### config.mk
export PLATFORM = sky130hd
export DESIGN_NAME = mem_copy_ctrl
export DESIGN_NICKNAME = d
export VERILOG_FILES = /design/src/rtl/mem_copy_ctrl.sv
export SDC_FILE = /design/constraint.sdc
export NUM_CORES = 1
export LEC_CHECK = 0
export BUFFER_PORTS_ARGS = -buffer_cell sky130_fd_sc_hd__buf_2
export CORE_MARGIN = 1.5
export CORE_UTILIZATION = 48
export DETAILED_ROUTE_END_ITERATION = 7
export GPL_TIMING_DRIVEN = 1
export PLACE_DENSITY = 0.82
export SLEW_MARGIN = 20
export SYNTH_ARGS = -nofsm -noshare
export SYNTH_HDL_FRONTEND = slang
export SYNTH_SLANG_ARGS = --single-unit
### constraint.sdc
create_clock -name clk -period 2.05 [get_ports clk]
set_input_delay 0.1025 -clock clk [delete_from_list [all_inputs] [get_ports clk]]
set_output_delay 0.1025 -clock clk [all_outputs]
set_load 0.05 [all_outputs]
### src/rtl/mem_copy_ctrl.sv
// Word-by-word memory copy engine: reads src, writes dst, two cycles per word.
// Pointers wrap modulo DEPTH; abort and async reset abandon the copy silently.
module mem_copy_ctrl #(
  parameter int ADDR_W = 8,
  parameter int DEPTH  = 256
) (
  input  logic              clk,
  input  logic              rst,
  input  logic              start,
  input  logic              abort,
  input  logic [31:0]       src_addr,
  input  logic [31:0]       dst_addr,
  input  logic [ADDR_W:0]   word_count,
  output logic              busy,
  output logic              done,
  output logic [ADDR_W:0]   words_done,
  output logic [31:0]       address,
  output logic [31:0]       write_data,
  output logic              MemWrite,
  output logic              MemRead,
  input  logic [31:0]       read_data
);

  typedef enum logic [1:0] {
    S_IDLE,
    S_READ,
    S_WRITE,
    S_FINISH
  } state_t;

  localparam logic [ADDR_W:0]   LP_DEPTH = (ADDR_W+1)'(DEPTH);
  localparam logic [ADDR_W-1:0] LP_LAST  = ADDR_W'(DEPTH-1);

  state_t            r_state;
  logic [ADDR_W-1:0] r_src;
  logic [ADDR_W-1:0] r_dst;
  logic [ADDR_W:0]   r_rem;
  logic [ADDR_W:0]   r_words;
  logic [31:0]       r_hold;
  logic              r_busy;
  logic              r_done;

  logic [ADDR_W:0]   w_cnt_sat;
  logic              w_unused;

  function automatic logic [ADDR_W-1:0] f_inc(
    input logic [ADDR_W-1:0] p
  );
    return (p == LP_LAST) ? '0 : p + ADDR_W'(1);
  endfunction

  assign w_cnt_sat = (word_count > LP_DEPTH) ? LP_DEPTH : word_count;
  assign w_unused  = ^{src_addr[31:ADDR_W], dst_addr[31:ADDR_W]};

  always_ff @(posedge clk or posedge rst) begin
    if (rst) begin
      r_state <= S_IDLE;
      r_src   <= '0;
      r_dst   <= '0;
      r_rem   <= '0;
      r_words <= '0;
      r_hold  <= '0;
      r_busy  <= 1'b0;
      r_done  <= 1'b0;
    end else begin
      unique case (r_state)
        S_IDLE: begin
          r_done <= 1'b0;
          if (start) begin
            if (word_count != '0) begin
              r_src   <= src_addr[ADDR_W-1:0];
              r_dst   <= dst_addr[ADDR_W-1:0];
              r_rem   <= w_cnt_sat;
              r_words <= '0;
              r_busy  <= 1'b1;
              r_state <= S_READ;
            end else begin
              r_done  <= 1'b1;
              r_state <= S_FINISH;
            end
          end
        end
        S_READ: begin
          if (abort) begin
            r_busy  <= 1'b0;
            r_state <= S_IDLE;
          end else begin
            r_hold  <= read_data;
            r_state <= S_WRITE;
          end
        end
        S_WRITE: begin
          // the write itself still happens this cycle; abort only
          // suppresses the bookkeeping and the next read
          if (abort) begin
            r_busy  <= 1'b0;
            r_state <= S_IDLE;
          end else begin
            r_src   <= f_inc(r_src);
            r_dst   <= f_inc(r_dst);
            r_words <= r_words + (ADDR_W+1)'(1);
            r_rem   <= r_rem - (ADDR_W+1)'(1);
            if (r_rem == (ADDR_W+1)'(1)) begin
              r_busy  <= 1'b0;
              r_done  <= 1'b1;
              r_state <= S_FINISH;
            end else begin
              r_state <= S_READ;
            end
          end
        end
        S_FINISH: begin
          r_done  <= 1'b0;
          r_state <= S_IDLE;
        end
        default: begin
          r_busy  <= 1'b0;
          r_done  <= 1'b0;
          r_state <= S_IDLE;
        end
      endcase
    end
  end

  assign busy       = r_busy;
  assign done       = r_done;
  assign words_done = r_words;
  assign MemRead    = (r_state == S_READ);
  assign MemWrite   = (r_state == S_WRITE);

  assign address =
    (r_state == S_READ)  ? {{(32-ADDR_W){1'b0}}, r_src} :
    (r_state == S_WRITE) ? {{(32-ADDR_W){1'b0}}, r_dst} :
    32'd0;

  assign write_data = (r_state == S_WRITE) ? r_hold : 32'd0;

endmodule

==> summary.txt, run 1 <==
Floorplanning
  – I/O pins: approximately 190
  – Die Ht: approximately 96 um
  – Core footprint: approximately 8300 sq um
  – Starting Density: around half
  – DIE WIDTH: approximately 96 um
  – Die Area: about 9300 sq um
  – FP Rows: 33

Synthesis
  – Asr flop ratio synth: 100.0%
  – Dominant synthesized flop cell: dfrtp_1
  – Post-Synth Simple-Gate Area: a little under a fifth
  – Synth Area in Adders: under 10%
  – Synthesized instance count: between 400 and 500
  – Synth area leaders: dfrtp_1, mux2_2, and2_1
  – Sequential cell area fraction in the yosys report: between 40% and 50%
  – Netlist cell types: 60
  – Netlist Area Pre-Place: between 4000 and 5000 sq um
  – FF+latch count, synth: 70
  – Synth warn: 0
  – Largest family of logic cells by synthesized area: simple AND/OR/NAND/NOR gates
  – Synth Area in Compound Gates: between 10% and 20%
  – Post-Synth XOR/XNOR Area: 0%
  – Synth area leader: dfrtp_1
  – EDFF count, synth: 0
  – Syn_area_per_cell: between 9 and 10 sq um
  – Multiplexer area fraction after synthesis: 10.35%
  – Top-area cell type share of the netlist area: about two fifths

Pwr
  – Max IR drop VDD: around 900 uV
  – Pwr/cell area: about 1700 nW/um^2
  – Combinational power share: a little under three fifths
  – Part of the power in registers: about 29%
  – Sw frac: about half
  – P_leak: around 2.5 nW
  – Clock share of power: between 10% and 20%
  – NetSw: 4.570 mW
  – Pint: about 4.7 mW

Timing
  – Max Freq: between 500 and 600 MHz
  – Worst-Margin Slew: between 600 and 700 ps
  – Final period util: 96.62%
  – Max-slew violations: 0
  – Final setup viols: 0
  – Hold slack: between 30 and 40 ps
  – RSZ-0062 raised after global routing: true
  – Min Tclk post-route: slightly below 2000 ps
  – Worst Clk Skew: slightly above 9 ps
  – Final Hold Vio Count: 0
  – Slew margin rel.: a little over half
  – Final worst slack: ~69 ps

Job
  – Max Cap Viol: 0

Finish
  – Fill cells: approximately 640
  – Layout Nets: between 700 and 800
  – Post-route cell area: roughly 5600 sq um
  – Most frequent cells in the layout: buf_2, dfrtp_1, nand2_1, mux2_2, dlygate4sd3_1
  – Antenna diodes: 0
  – Final core utilization: 66.83%
  – P&R area growth vs syn: 32.91%
  – Most common cell after layout, fill and taps aside: buf_2
  – Layout cells sized above 1: about two fifths
  – Fin cells: a little under 700

Detailed routing
  – Antenna Nets Post-Route: 0
  – DRT iter0 DRCs: 186
  – DRT Pass-1 Iters: 5
  – WL final: 11.47 mm
  – WL/cell: 16.53 um
  – Drt via density: 5.700
  – # DRC: 0
  – Total number of vias: approximately 4000

CTS
  – Clock transition at the registers of the reported paths: approximately 80 ps
  – Clock latency on the worst-skew pair: between 300 and 400 ps
  – CTS Buffer Depth: 2
  – CTS tree: done
  – Sink Count: 70
  – Root buf cell: clkbuf_8
  – H-tree depth: 3
  – CTS buffer count: 9

Global route
  – Initial antenna violation count: 0
  – GRT Overall Usage: about a quarter
  – Largest net degree at the start of global routing: 39
  – First-pass GRT wire length: ~19 mm
  – Remaining Overflow, GRT: 0
  – Vias in the first global route: between 3000 and 4000

Critical path
  – Crit path capture type: primary output
  – Crit path largest cell delay: ~380 ps
  – Crit path DAT: approximately 1900 ps
  – Reg2reg setup slack: around 110 ps
  – Critical path fanouts, max: 31
  – WP buf/inv: 3
  – Cell family with most CP delay: buffers and inverters
  – Slowest cell on crit path: dfrtp_1
  – CP required: about 2000 ps
  – RR Startpoint: r_state[0]$_DFFE_PP0N_
  – Cells along the critical path: inv_1, ha_2, buf_8, nand2_1, o21ai_4, clkbuf_4
  – Kind of critical path: flop to primary output
  – CP Launch Point: r_state[0]$_DFFE_PP0N_
  – Crit path launch type: flop
  – R2R depth: 7
  – Reg-to-reg critical path endpoint: words_done[2]$_DFFE_PP0P_

Placement
  – Placed inst area: roughly 5000 sq um
  – Final HPWL DP: ~7.4 mm
  – Number of port buffers: around 110
  – DP Worst Slack: roughly 97 ps
  – Routability cong.: approximately 0.91
  – Post-placement cell count: between 600 and 700

Hold path
  – Hold_sp: dst_addr[5]
  – Hold depth: 3
  – Hold EP: r_dst[5]$_DFFE_PP0P_
  – Worst min path class: input port to flop

Outcome
  – Status: finished clean
## repair_timing
| item | 4_1_cts | 5_1_grt |
|---|---|---|
| setup endpoints to repair | 8 | 45 |
| hold buffers | 33 | 0 |
| cloned | 0 | 0 |
| resized for setup | 3 | 12 |
| endpoints found under the hold margin | 64 | 0 |
| setup buffers | 0 | 0 |
## worst max-delay path by stage
stage	end	slack, ps	cells past startpoint
final	address[2]	70	6
after global routing	address[2]	-30	6
after CTS	write_data[20]	-2	5
after detailed placement	r_rem[7]$_DFFE_PP0P_	100	6
after global placement	r_rem[7]$_DFFE_PP0P_	180	6
after floorplan	r_hold[0]$_DFFE_PP0P_	-150	6
## metal layers
| layer | global-route usage [%] | up-vias | part of all wire [%] |
|---|---|---|---|
| li1 | - | 1840 | - |
| met1 | 34.40 | 1899 | 42 |
| met2 | 41.55 | 198 | 47 |
| met3 | 6.729 | 19 | 9.1 |
| met4 | 10.63 | 0 | 1.7 |
| met5 | 0 | - | 0 |
## sequential cells by signal (all words and copies together) (netlist names)
signal and cells:
r_hold 32, r_dst 8, r_src 8, r_rem 9, busy 1, words_done 9, done 1, r_state 2
## cell usage after synthesis (all sizes together) (3+ instances only)
| cell | number |
|---|---|
| buf | 40 |
| o22ai | 4 |
| nand4 | 4 |
| o211ai | 8 |
| a31oi | 12 |
| a21oi | 19 |
| nor3 | 13 |
| o2bb2ai | 7 |
| ha | 11 |
| dfrtp | 70 |
| nand2 | 36 |
| mux2i | 4 |
| nor2 | 13 |
| o21ai | 30 |
| nand2b | 4 |
| o221ai | 3 |
| and2 | 32 |
| nand3 | 20 |
| nor4 | 5 |
| a41oi | 3 |
| o31ai | 6 |
| nor2b | 3 |
| mux2 | 35 |
| a22oi | 3 |
| inv | 11 |
| clkbuf | 10 |
## cells by family (layout without fill, tap and decap cells)
| family | after synthesis | count (layout) |
|---|---|---|
| simple gates | 141 | 141 |
| compound gates | 110 | 110 |
| flops | 70 | 70 |
| buf+inv | 61 | 194 |
| mux | 39 | 39 |
| fa+ha+maj | 11 | 11 |
| other cells | 1 | 24 |
## worst min-delay path, delay by kind of cell
| family | cells | cell delay [ps] |
|---|---|---|
| compound gates | 2 | 170 |
| buf+inv | 1 | 80 |
## stage by stage
stage / power (mW) / TNS [ps]
after floorplan: 6.559 / -5309
after global placement: 7.607 / 0
after detailed placement: 7.783 / 0
after CTS: 9.161 / -2.274
after global routing: 9.873 / -204.8
final: 9.270 / 0
## final cells by class
type	count	area (sq um)	area share, %
clock buffers	10	137.6	2.469
clock inverters	6	85.08	1.526
inverters	11	41.29	0.7407
multi-input cells	325	2312	41.48
flip-flops and latches	70	1752	31.43
well taps	105	131.4	2.357
repair buffers	167	1115	20.00
## power groups by stage
stage               Combinational, mW  Sequential, mW  Clock [mW]
global placement                 4.99            2.62           0
detailed placement               5.12            2.66           0
floorplan                        3.73            2.83           0
global route                     5.72            2.79        1.37
finish                           5.30            2.69        1.29
CTS                              5.21            2.65        1.30
Power figures use the tool's default switching activity.
==> inputs of run 2 (changes only) <==
CAP_MARGIN = 10   (was not set)
MAX_ROUTING_LAYER = met4   (was not set)
==> run 2 against run 1 <==
Effect of this change:
- wire length is 1.7% lower
- sequential cell count stayed put
- via count is 1.8% lower
- highest routed layer unchanged
==> summary.txt, run 2 (same netlist as run 1, synthesis figures left out) <==
Outcome
  – Status: finished clean

CTS
  – H-tree depth: 3
  – Root buf cell: clkbuf_8
  – Clock transition at the registers of the reported paths: around 70 ps
  – Sink Count: 70
  – CTS buffer count: 9
  – Clock latency on the worst-skew pair: between 300 and 400 ps
  – CTS tree: done
  – CTS Buffer Depth: 2

Detailed routing
  – # DRC: 0
  – Antenna Nets Post-Route: 0
  – WL final: roughly 11 mm
  – Total number of vias: 3883
  – WL/cell: 16.45 um
  – Drt via density: ~5.7
  – DRT iter0 DRCs: around 280
  – DRT Pass-1 Iters: 4

Critical path
  – Critical path fanouts, max: 17
  – CP required: 1950 ps
  – Crit path DAT: 1860 ps
  – Crit path capture type: primary output
  – Crit path launch type: flop
  – Kind of critical path: flop to primary output

Finish
  – Antenna diodes: 0
  – Most frequent cells in the layout: buf_2, dfrtp_1, nand2_1, mux2_2, and2_2
  – Most flops, register: r_hold
  – Layout cells sized above 1: about two fifths
  – Number of flip-flops in the largest register: 32
  – P&R area growth vs syn: 30.70%
  – Post-route cell area: 5482 sq um
  – Layout Nets: 695
  – Fin cells: 685
  – Final core utilization: between 60% and 70%
  – Fill cells: roughly 650
  – Most common cell after layout, fill and taps aside: buf_2

Placement
  – Number of port buffers: between 100 and 150
  – Post-placement cell count: between 600 and 700
  – Routability cong.: ~0.88
  – Final HPWL DP: 7.555 mm
  – DP Worst Slack: ~100 ps
  – Placed inst area: roughly 5000 sq um

Pwr
  – Part of the power in registers: about 29%
  – Total power: approximately 9.2 mW
  – Clock share of power: 13.6%
  – Combinational power share: 57.3%
  – Max IR drop VDD: about 1000 uV
  – Sw frac: around 49%
  – Pint: approximately 4.7 mW
  – P_leak: about 2.5 nW
  – Pwr/cell area: approximately 1700 nW/um^2
  – NetSw: between 4 and 5 mW

Timing
  – Hold slack: about 11 ps
  – Slew margin rel.: a little over half
  – Final setup viols: 0
  – Final Hold Vio Count: 0
  – Setup TNS Final: 0 ps
  – Min Tclk post-route: just under 2000 ps
  – Max Freq: about 510 MHz
  – Final worst slack: between 80 and 90 ps
  – Final period util: about 96%
  – Worst-Margin Slew: around 700 ps
  – Max-slew violations: 0
  – RSZ-0062 raised after global routing: true
  – Worst Clk Skew: between 10 and 15 ps

Floorplanning
  – Die Ht: around 96 um
  – DIE WIDTH: 96.48 um
  – I/O pins: 186
  – Starting Density: approximately half
  – Die Area: 9307 sq um
  – Core footprint: 8341 sq um
  – FP Rows: 33

Global route
  – Vias in the first global route: around 3800
  – Remaining Overflow, GRT: 0
  – Initial antenna violation count: 0
  – First-pass GRT wire length: 17.89 mm
  – GRT Overall Usage: 25.76%
  – Largest net degree at the start of global routing: 39

Hold path
  – Worst min path class: input port to flop

Job
  – Max Cap Viol: 0
run 2: final timing paths:
| kind | from | end | slack [ps] | cells past startpoint |
|---|---|---|---|---|
| setup reg to reg | r_rem[0]$_DFFE_PP0P_ | r_rem[8]$_DFFE_PP0P_ | 130 | 6 |
| hold reg to reg | r_hold[1]$_DFFE_PP0P_ | r_hold[1]$_DFFE_PP0P_ | 500 | 1 |
| hold / removal | read_data[6] | r_hold[6]$_DFFE_PP0P_ | 10 | 2 |
| min in group asynchronous | rst | r_hold[10]$_DFFE_PP0P_ | 420 | 3 |
| setup / recovery | r_state[1]$_DFFE_PP0N_ | address[0] | 90 | 7 |
| max in group asynchronous | rst | r_src[0]$_DFFE_PP0P_ | 990 | 4 |
run 2: area by class of cell:
type                    instances  area [sq um]  share of cell area, %
multi-input cells             325          2313                  42.20
flip-flops and latches         70          1752                  31.96
repair buffers                158          1021                  18.63
clock buffers                  10         137.6                  2.511
well taps                     105         131.4                  2.397
clock inverters                 6         85.08                  1.552
inverters                      11         41.29                 0.7533
run 2: power by group through the flow:
stage,clock (mW),combinational [mW],sequential [mW]
detailed placement,0,5.12,2.68
floorplan,0,3.73,2.83
global placement,0,4.99,2.62
global route,1.34,5.68,2.77
finish,1.26,5.30,2.69
CTS,1.28,5.20,2.66
run 2: timing repair:
action / CTS / global route
setup buffers: 0 / 0
setup endpoints to repair: 5 / 45
resized for setup: 2 / 12
hold buffers: 24 / 0
endpoints found under the hold margin: 55 / 0
run 2: metal layers:
metal / up-vias / share of wire (%) / GRT usage, %
met5: - / 0 / -
met4: 0 / 1.7 / 9.179
met3: 22 / 7.9 / 4.538
met2: 188 / 48 / 41.14
met1: 1860 / 43 / 32.98
li1: 1813 / - / -
run 2: worst max-delay path: stages (launching register included):
cell and delay [ps]:
dfrtp_1 420, inv_1 90, buf_4 140, ha_2 190
buf_6 230, nand2_1 100, o21ai_2 70, buf_2 280
